===== src/rtl/mult_div_if.sv =====
// Handshake and operand/result bundle between the control FSM and the multiply/divide unit.
interface mult_div_if #(
    parameter int unsigned DATA_WIDTH = 32
);
    logic                  start;
    logic [1:0]            op;
    logic [DATA_WIDTH-1:0] Operand1;
    logic [DATA_WIDTH-1:0] Operand2;
    logic                  busy;
    logic                  valid;
    logic [DATA_WIDTH-1:0] hi;
    logic [DATA_WIDTH-1:0] lo;
    logic                  div_by_zero;

    modport master (
        output start, op, Operand1, Operand2,
        input  busy, valid, hi, lo, div_by_zero
    );

    modport slave (
        input  start, op, Operand1, Operand2,
        output busy, valid, hi, lo, div_by_zero
    );
endinterface


===== src/rtl/mult_div_unit.sv =====
// Sequential signed/unsigned multiply and restoring divide, one bit per clock, HI/LO results.
module mult_div_unit #(
    parameter int unsigned DATA_WIDTH = 32
) (
    input  logic       CLK,
    input  logic       RST,
    mult_div_if.slave  bus
);
    localparam int unsigned W  = DATA_WIDTH;
    localparam int unsigned W2 = 2 * DATA_WIDTH;
    localparam int unsigned CW = $clog2(DATA_WIDTH + 1);

    typedef enum logic [1:0] {S_IDLE, S_CALC, S_DONE} state_t;

    state_t          r_state;
    state_t          w_state_nxt;

    logic            r_is_div;
    logic            r_neg_res;
    logic            r_neg_rem;
    logic            r_dz;
    logic [W-1:0]    r_m;
    logic [W-1:0]    r_a_raw;
    logic [W2-1:0]   r_acc;
    logic [CW-1:0]   r_cnt;

    logic [W-1:0]    r_hi;
    logic [W-1:0]    r_lo;
    logic            r_busy;
    logic            r_valid;
    logic            r_dz_out;

    logic            w_busy_nxt;
    logic            w_valid_nxt;
    logic            w_dz_nxt;
    logic [W-1:0]    w_hi_nxt;
    logic [W-1:0]    w_lo_nxt;

    // Operand conditioning at accept: magnitudes for signed ops, raw bits otherwise.
    logic            w_a_neg;
    logic            w_b_neg;
    logic [W-1:0]    w_a_mag;
    logic [W-1:0]    w_b_mag;

    assign w_a_neg = bus.op[0] & bus.Operand1[W-1];
    assign w_b_neg = bus.op[0] & bus.Operand2[W-1];
    assign w_a_mag = w_a_neg ? W'(-bus.Operand1) : bus.Operand1;
    assign w_b_mag = w_b_neg ? W'(-bus.Operand2) : bus.Operand2;

    // One shift-add step: add multiplicand to the upper half when the low bit is set, then shift right.
    logic [W:0]      w_mul_sum;
    logic [W2:0]     w_mul_wide;
    logic [W2-1:0]   w_mul_nxt;

    assign w_mul_sum  = {1'b0, r_acc[W2-1:W]} + {1'b0, (r_acc[0] ? r_m : W'(0))};
    assign w_mul_wide = {w_mul_sum, r_acc[W-1:0]};
    assign w_mul_nxt  = w_mul_wide[W2:1];

    // One restoring-divide step: shift {rem,quo} left, keep the trial subtraction when non-negative.
    logic [W2:0]     w_div_shift;
    logic [W:0]      w_trial;
    logic [W2-1:0]   w_div_nxt;

    assign w_div_shift = {r_acc, 1'b0};
    assign w_trial     = w_div_shift[W2:W] - {1'b0, r_m};
    assign w_div_nxt   = w_trial[W] ? w_div_shift[W2-1:0]
                                    : ({w_trial[W-1:0], w_div_shift[W-1:0]} | W2'(1));

    // Sign fix-ups applied to the finished accumulator.
    logic [W2-1:0]   w_prod;
    logic [W-1:0]    w_quo;
    logic [W-1:0]    w_rem;

    assign w_prod = r_neg_res ? W2'(-r_acc) : r_acc;
    assign w_quo  = r_neg_res ? W'(-r_acc[W-1:0]) : r_acc[W-1:0];
    assign w_rem  = r_neg_rem ? W'(-r_acc[W2-1:W]) : r_acc[W2-1:W];

    // State register.
    always_ff @(posedge CLK) begin
        if (RST) r_state <= S_IDLE;
        else     r_state <= w_state_nxt;
    end

    // Next-state logic: W iterations in CALC, then a single DONE cycle.
    always_comb begin
        w_state_nxt = r_state;
        case (r_state)
            S_IDLE:  if (bus.start) w_state_nxt = S_CALC;
            S_CALC:  if (r_cnt == CW'(1)) w_state_nxt = S_DONE;
            S_DONE:  w_state_nxt = S_IDLE;
            default: w_state_nxt = S_IDLE;
        endcase
    end

    // Output logic: next values of the registered outputs.
    always_comb begin
        w_busy_nxt  = r_busy;
        w_valid_nxt = 1'b0;
        w_dz_nxt    = 1'b0;
        w_hi_nxt    = r_hi;
        w_lo_nxt    = r_lo;
        case (r_state)
            S_IDLE: if (bus.start) w_busy_nxt = 1'b1;
            S_CALC: w_busy_nxt = 1'b1;
            S_DONE: begin
                w_busy_nxt  = 1'b0;
                w_valid_nxt = 1'b1;
                w_dz_nxt    = r_dz;
                if (r_dz) begin
                    w_hi_nxt = r_a_raw;
                    w_lo_nxt = '1;
                end else if (r_is_div) begin
                    w_hi_nxt = w_rem;
                    w_lo_nxt = w_quo;
                end else begin
                    {w_hi_nxt, w_lo_nxt} = w_prod;
                end
            end
            default: w_busy_nxt = 1'b0;
        endcase
    end

    // Datapath: latch operands on accept, iterate while in CALC.
    always_ff @(posedge CLK) begin
        if (RST) begin
            r_is_div  <= 1'b0;
            r_neg_res <= 1'b0;
            r_neg_rem <= 1'b0;
            r_dz      <= 1'b0;
            r_m       <= '0;
            r_a_raw   <= '0;
            r_acc     <= '0;
            r_cnt     <= '0;
        end else if (r_state == S_IDLE && bus.start) begin
            r_is_div  <= bus.op[1];
            r_neg_res <= w_a_neg ^ w_b_neg;
            r_neg_rem <= w_a_neg;
            r_dz      <= bus.op[1] & (bus.Operand2 == W'(0));
            r_m       <= bus.op[1] ? w_b_mag : w_a_mag;
            r_a_raw   <= bus.Operand1;
            r_acc     <= {W'(0), (bus.op[1] ? w_a_mag : w_b_mag)};
            r_cnt     <= CW'(W);
        end else if (r_state == S_CALC) begin
            r_acc     <= r_is_div ? w_div_nxt : w_mul_nxt;
            r_cnt     <= r_cnt - CW'(1);
        end
    end

    // Registered outputs.
    always_ff @(posedge CLK) begin
        if (RST) begin
            r_busy   <= 1'b0;
            r_valid  <= 1'b0;
            r_dz_out <= 1'b0;
            r_hi     <= '0;
            r_lo     <= '0;
        end else begin
            r_busy   <= w_busy_nxt;
            r_valid  <= w_valid_nxt;
            r_dz_out <= w_dz_nxt;
            r_hi     <= w_hi_nxt;
            r_lo     <= w_lo_nxt;
        end
    end

    assign bus.busy        = r_busy;
    assign bus.valid       = r_valid;
    assign bus.div_by_zero = r_dz_out;
    assign bus.hi          = r_hi;
    assign bus.lo          = r_lo;
endmodule


===== src/flat_wrapper.sv =====
// flat-port wrapper written by rule: the top's interface ports become plain ports
module mult_div_unit_flat 
#(
    parameter int unsigned DATA_WIDTH = 32
)
  (CLK, RST, bus_start, bus_op, bus_Operand1, bus_Operand2, bus_busy, bus_valid, bus_hi, bus_lo, bus_div_by_zero);
  mult_div_if #(.DATA_WIDTH(DATA_WIDTH)) bus_i ();
  input  logic CLK;
  input  logic RST;
  input wire logic [$bits(bus_i.start)-1:0] bus_start;
  input wire logic [$bits(bus_i.op)-1:0] bus_op;
  input wire logic [$bits(bus_i.Operand1)-1:0] bus_Operand1;
  input wire logic [$bits(bus_i.Operand2)-1:0] bus_Operand2;
  output wire logic [$bits(bus_i.busy)-1:0] bus_busy;
  output wire logic [$bits(bus_i.valid)-1:0] bus_valid;
  output wire logic [$bits(bus_i.hi)-1:0] bus_hi;
  output wire logic [$bits(bus_i.lo)-1:0] bus_lo;
  output wire logic [$bits(bus_i.div_by_zero)-1:0] bus_div_by_zero;
  assign bus_i.start = bus_start;
  assign bus_i.op = bus_op;
  assign bus_i.Operand1 = bus_Operand1;
  assign bus_i.Operand2 = bus_Operand2;
  assign bus_busy = bus_i.busy;
  assign bus_valid = bus_i.valid;
  assign bus_hi = bus_i.hi;
  assign bus_lo = bus_i.lo;
  assign bus_div_by_zero = bus_i.div_by_zero;
  mult_div_unit #(.DATA_WIDTH(DATA_WIDTH)) u_core (.CLK(CLK), .RST(RST), .bus(bus_i));
endmodule

===== config.mk =====
export PLATFORM = sky130hd
export DESIGN_NAME = mult_div_unit_flat
export DESIGN_NICKNAME = d
export VERILOG_FILES = /design/src/rtl/mult_div_if.sv /design/src/rtl/mult_div_unit.sv /design/src/flat_wrapper.sv
export SDC_FILE = /design/constraint.sdc
export NUM_CORES = 1
export LEC_CHECK = 0
export BUFFER_PORTS_ARGS = -buffer_cell sky130_fd_sc_hd__buf_2
export CORE_AREA = 2 2 232 234
export DETAILED_ROUTE_END_ITERATION = 16
export DIE_AREA = 0 0 234 236
export HOLD_SLACK_MARGIN = 0.02
export PLACE_DENSITY = 0.45
export SYNTH_ARGS = -nofsm -noshare
export SYNTH_HDL_FRONTEND = slang
export SYNTH_SLANG_ARGS = --single-unit

===== constraint.sdc =====
create_clock -name CLK -period 7.6 [get_ports CLK]
set_clock_uncertainty 0.2 [all_clocks]
set_input_delay 0 -clock CLK [delete_from_list [all_inputs] [get_ports CLK]]
set_output_delay 0 -clock CLK [all_outputs]
set_load 0.03 [all_outputs]

After elaboration in Yosys (flattened, before gate mapping)
Cells that the tools add are included.

Bits in registers: 207. Bits in latches: 0. Bits in writable memories: 0. ROM bits: 0. Input bits: 69. Output and inout port bits: 67. Logic and storage cells: 65. Memories: 0.

Add/subtract/negate cells: 8. Multipliers: 0. Divide/modulo/power cells: 0. Magnitude comparators: 0. Equality and inequality tests: 5. Shift-type cells: 0. Multiplexer cells: 24. Bitwise gates (word level): 5. Reductions and logical operators: 7.

Operator list (count): $mux 32 (13); $mux 64 (3); $neg 32->32 (4); $neg 64->64 (1); $add 32x32->33 (1); $sub 33x32->33 (1); $logic_not 32->1 (1); $mux 6 (2); $eq 6x1->1 const B (1); $sub 6x1->6 const B (1); $mux 2 (2); $pmux 2 s2 (1); $reduce_or 2->1 (2); $and 1x1->1 (3); $eq 2x1->1 const B (1); $eq 2x2->1 const B (1); $logic_not 2->1 (1); $mux 1 (2); $ne 2x1->1 const B (1); $ne 2x2->1 const B (1); $pmux 1 s2 (1); $reduce_and 2->1 (1); $reduce_bool 2->1 (1); $logic_and 1x1->1 (1); other kinds (2) (2).

Depth between registers and ports, before layout
Word-level depth: 5. Mapped depth: 14. Depth with buffers taken out: 12.

Least setup slack after synthesis
Ideal clock, no wire load.

Path type: flip-flop to flip-flop. Start point: register u_core.r_acc[31]. End point: register u_core.r_acc[50]. Library setup time: 0.116 ns. Data arrival time: 2.855 ns. Data required time: 7.284 ns. Setup slack: 4.429 ns. Cell stages (with the launch flop): 14. Buffers on the path: 1. Clock period less this slack: 3.171 ns. Cell sequence: dfxtp_1 -> inv_1 -> ha_1 -> fa_1 -> nand2b_1 -> a21oi_1 -> o21ba_2 -> a21o_1 -> o221ai_1 -> nor2_2 -> buf_4 -> mux2_1 -> a21oi_1 -> nor2_1.

Cells in the longest elaborated chain, start to end: 3.

Ends and longest elaborated chain: start: declaration (RTL line mult_div_unit.sv:24) `logic [W2-1:0] r_acc;`; start signal: assignment (RTL line mult_div_unit.sv:141) `r_acc <= {W'(0), (bus.op[1] ? w_a_mag : w_b_mag)};`; start signal: assignment (RTL line mult_div_unit.sv:144) `r_acc <= r_is_div ? w_div_nxt : w_mul_nxt;`; $sub 33x32->33 (RTL line mult_div_unit.sv:65) `assign w_trial = w_div_shift[W2:W] - {1'b0, r_m};`; $mux 64 (RTL line mult_div_unit.sv:66) `assign w_div_nxt = w_trial[W] ? w_div_shift[W2-1:0]`; $mux 64 (RTL line mult_div_unit.sv:144).

No other way between the ends. A chain may end at the register's enable or synchronous reset.

Worst setup path in the final report
Start point: input bus_Operand2[7]. End point: register u_core.r_m[25].

Cells in the longest elaborated chain, start to end: 3.

Ends and longest elaborated chain: start: declaration (RTL line flat_wrapper.sv:13) `input wire logic [$bits(bus_i.Operand2)-1:0] bus_Operand2;`; $neg 32->32 (RTL line mult_div_unit.sv:48) `assign w_b_mag = w_b_neg ? W'(-bus.Operand2) : bus.Operand2;`; $mux 32 (RTL line mult_div_unit.sv:48); $mux 32 (RTL line mult_div_unit.sv:139) `r_m <= bus.op[1] ? w_b_mag : w_a_mag;`; end signal: assignment (RTL line mult_div_unit.sv:139); end: declaration (RTL line mult_div_unit.sv:22) `logic [W-1:0] r_m;`.

No other way between the ends.

==> results.md <==
- Detail-routed via count per cell: 5.56
- Yosys cell types: 79
- Flop pwr share: 34.0%
- Cts repair resizes: 0
- RSZ-0062 raised after global routing: false
- Synth Area per Inst: 7.22 um^2
- Data arrival, critical path: 4420 ps
- Row cnt: 85
- Placement Cell Area: 16900 um^2
- DRT Wirelength: 70000 um
- CTS sink count: 207
- Setup crit start kind: primary input
- Commonest non-fill, non-tap cells in the layout: 253 x nor2_1, 252 x nand2_1, 235 x a21oi_1
- Overall routing resource usage: 24.8%
- CP Max Fanout: 5
- EDFF count, synth: 0
- Rel. slew slack: 30.2%
- Final setup fails: 0
- Leading cell type in the layout, fill and taps excluded: nor2_1
- Req. time, crit path: 7810 ps
- Sequential area share after synthesis: 26.5%
- Peak supply drop: 144 uV
- Outcome: finished clean
- Die Span Y: 236 um
- ANT cells: 0
- Post-synth top area share: 26.5%
- Residual DRC: 0
- Final Critical Period: 4210 ps
- Final WS setup: 3390 ps
- Slew @ Worst Pin: 1040 ps
- Slew Limit Fails: 0
- Core area: 53100 um^2
- Synth area leader: dfxtp_1
- Total of max-cap violations: 0
- Net Switching: 1.36 mW
- Via count: 16700
- Sw Share: 37.5%
- Fin nets: 2442
- Synth top area cells: dfxtp_1 26%, a21oi_1 7.5%, xnor2_1 6.9%, nor2_1 6.1%, nand2_1 6.1%
- H-tree Lvls: 1
- Cell internal pwr: 2.27 mW
- Pleak: 7.27 nW
- Worst hold-check path type: primary input to flop
- First-pass GRT wire length: 104000 um
- Power Dens Cells: 195 nW/um^2
- Final core utilization: 35.0%
- Worst-skew pair later-pin latency: 570 ps
- CTS tree: yes
- Mapped Cells: 2166
- WL per Instance: 23.2 um
- Crit share post-route: 55.4%
- # fillers: 5709
- Area Overhead vs Synth: 18.7%
- Final setup TNS: 0 ps
- Chip Width: 234 um
- Pre-CTS setup slack: 3690 ps
- CTS Buf Count: 25
- R2r setup slk: 3670 ps
- Initial Util: 29.5%
- Fmax: 237 MHz
- Worst r2r src: u_core.r_acc[31]$_SDFFE_PP0P_
- Setup Crit Path Kind: primary input to flop
- Worst-path clk slew: 60 ps
- Port Buffer Count: 135
- Congestion Overflow GR: 0
- Part of the power in combinational logic: 32.3%
- Placer Congestion: 0.953
- Synth Flop Type: dfxtp_1
- Largest net degree at the start of global routing: 85
- R2R depth: 13
- Post-Syn Area: 15600 um^2
- Design area: 18600 um^2
- Syn nets: 2307
- Final Hold Viols: 0
- Root Driver: clkbuf_16
- Number of antenna violations at the first check in global routing: 0
- Flops & latches, synth: 207
- Crit path capture: u_core.r_m[25]$_SDFFE_PP0P_
- Clock power frac: 33.7%
- Vias in the first global route: 16200
- Setup crit end kind: flop
- Crit path from: bus_Operand2[7]
- Clock buffer depth: 3
- Remaining antenna violation count: 0
- Ports: 136
- Async S/R FF share, synth: 0%
- TritonRoute pass-1 iters: 7
- DPL Wire Length: 54300 um
- Layout cells sized above 1: 9.92%
- Total number of yosys warnings: 0
- Reg-to-Reg End: u_core.r_acc[56]$_SDFFE_PP0P_
- DR iter-0 viols: 1409
- Full die area: 55200 um^2
-- cell families after synthesis --
kind of cell / share of synthesized area (%)
fa+ha+maj: 5.85
mux: 4.10
flops: 26.5
buf+inv: 5.15
compound gates: 27.3
simple gates: 21.2
xor+xnor: 9.91
-- layer usage --
| metal | part of all wire, % | vias up | global-route usage (%) |
|---|---|---|---|
| met5 | 0 | - | 0 |
| met4 | 4.3 | 0 | 9.67 |
| met3 | 5.3 | 130 | 3.49 |
| met2 | 47 | 504 | 41.1 |
| met1 | 44 | 8074 | 32.4 |
| li1 | - | 8038 | - |
-- worst max-delay path, cell delays in order --
cell,delay [ps]
dlygate4sd3_1,530
buf_2,140
nor4_1,540
nand4_1,400
nor4_1,540
nor3b_1,510
a21oi_1,160
xnor2_1,160
dlygate4sd3_1,610
nand2_1,60
dlygate4sd3_1,590
o21ai_1,80
o22ai_1,80
-- final cells by class --
| class | instances | area (um^2) | area share (%) |
|---|---|---|---|
| clock buffer | 36 | 727 | 3.92 |
| timing repair buffer | 248 | 1750 | 9.42 |
| clock inverter | 8 | 86.3 | 0.465 |
| inverter | 71 | 267 | 1.44 |
| tap | 696 | 871 | 4.69 |
| sequential | 207 | 4150 | 22.3 |
| multi-input combinational | 1748 | 10700 | 57.7 |
-- per-stage QoR --
step,cells,hold slack (ps),power [mW]
2_1_floorplan,2166,-64.0,1.97
3_5_place_dp,2881,101,2.37
3_3_place_gp,2881,99.1,2.37
6_report,3014,74.1,3.63
5_1_grt,3014,118,3.80
4_1_cts,3014,53.6,3.63
-- state kept, by name (all words and copies together), names as in the netlist --
signal                  flops
u_core.bus.busy             1
u_core.bus.div_by_zero      1
u_core.bus.hi              32
u_core.bus.lo              32
u_core.bus.valid            1
u_core.r_a_raw             32
u_core.r_acc               64
u_core.r_cnt                6
u_core.r_dz                 1
u_core.r_is_div             1
u_core.r_m                 32
u_core.r_neg_rem            1
u_core.r_neg_res            1
u_core.r_state              2
-- how the worst min path moves through the flow --
stage | start | to | cells after the start
final | bus_Operand1[0] | u_core.r_a_raw[0]$_SDFFE_PP0P_ | 4
after global routing | bus_Operand1[6] | u_core.r_a_raw[6]$_SDFFE_PP0P_ | 4
after CTS | bus_Operand1[0] | u_core.r_a_raw[0]$_SDFFE_PP0P_ | 4
after detailed placement | bus_Operand1[0] | u_core.r_a_raw[0]$_SDFFE_PP0P_ | 3
after global placement | bus_Operand1[0] | u_core.r_a_raw[0]$_SDFFE_PP0P_ | 3
after floorplan | bus_Operand1[17] | u_core.r_a_raw[17]$_SDFFE_PP0P_ | 2
-- power by group through the flow --
stage	Clock (mW)	Combinational, mW	Sequential, mW
floorplan	0	0.761	1.21
global placement	0	1.12	1.25
detailed placement	0	1.11	1.25
CTS	1.24	1.16	1.23
global route	1.28	1.27	1.24
finish	1.22	1.17	1.23
-- synthesized netlist by cell type (6+ instances only) --
master    number
a211oi_1      35
a21o_1        22
a21oi_1      235
a22oi_1       10
a31oi_1       27
and2_1         9
and3_1        12
buf_1         17
clkbuf_1     116
dfxtp_1      207
ha_1          70
inv_1         69
mux2_2         6
mux2i_1       54
nand2_1      253
nand2b_1      15
nand3_1       34
nand4_1       17
nor2_1       254
nor2b_1       10
nor3_1        51
nor4_1        12
o211ai_1      40
o21a_1         7
o21ai_0      146
o21ai_1       20
o21bai_1      10
o221ai_1      13
o22ai_1       54
o31ai_1       23
o41ai_1        9
or2_2          6
or3_1         21
or4_1         15
xnor2_1      123
xor2_1        54
-- repair_timing --
action	CTS	global route
hold buffers	89	0
hold endpoints to repair	128	0
setup buffers	0	0
(Power assumes the default switching activity.)
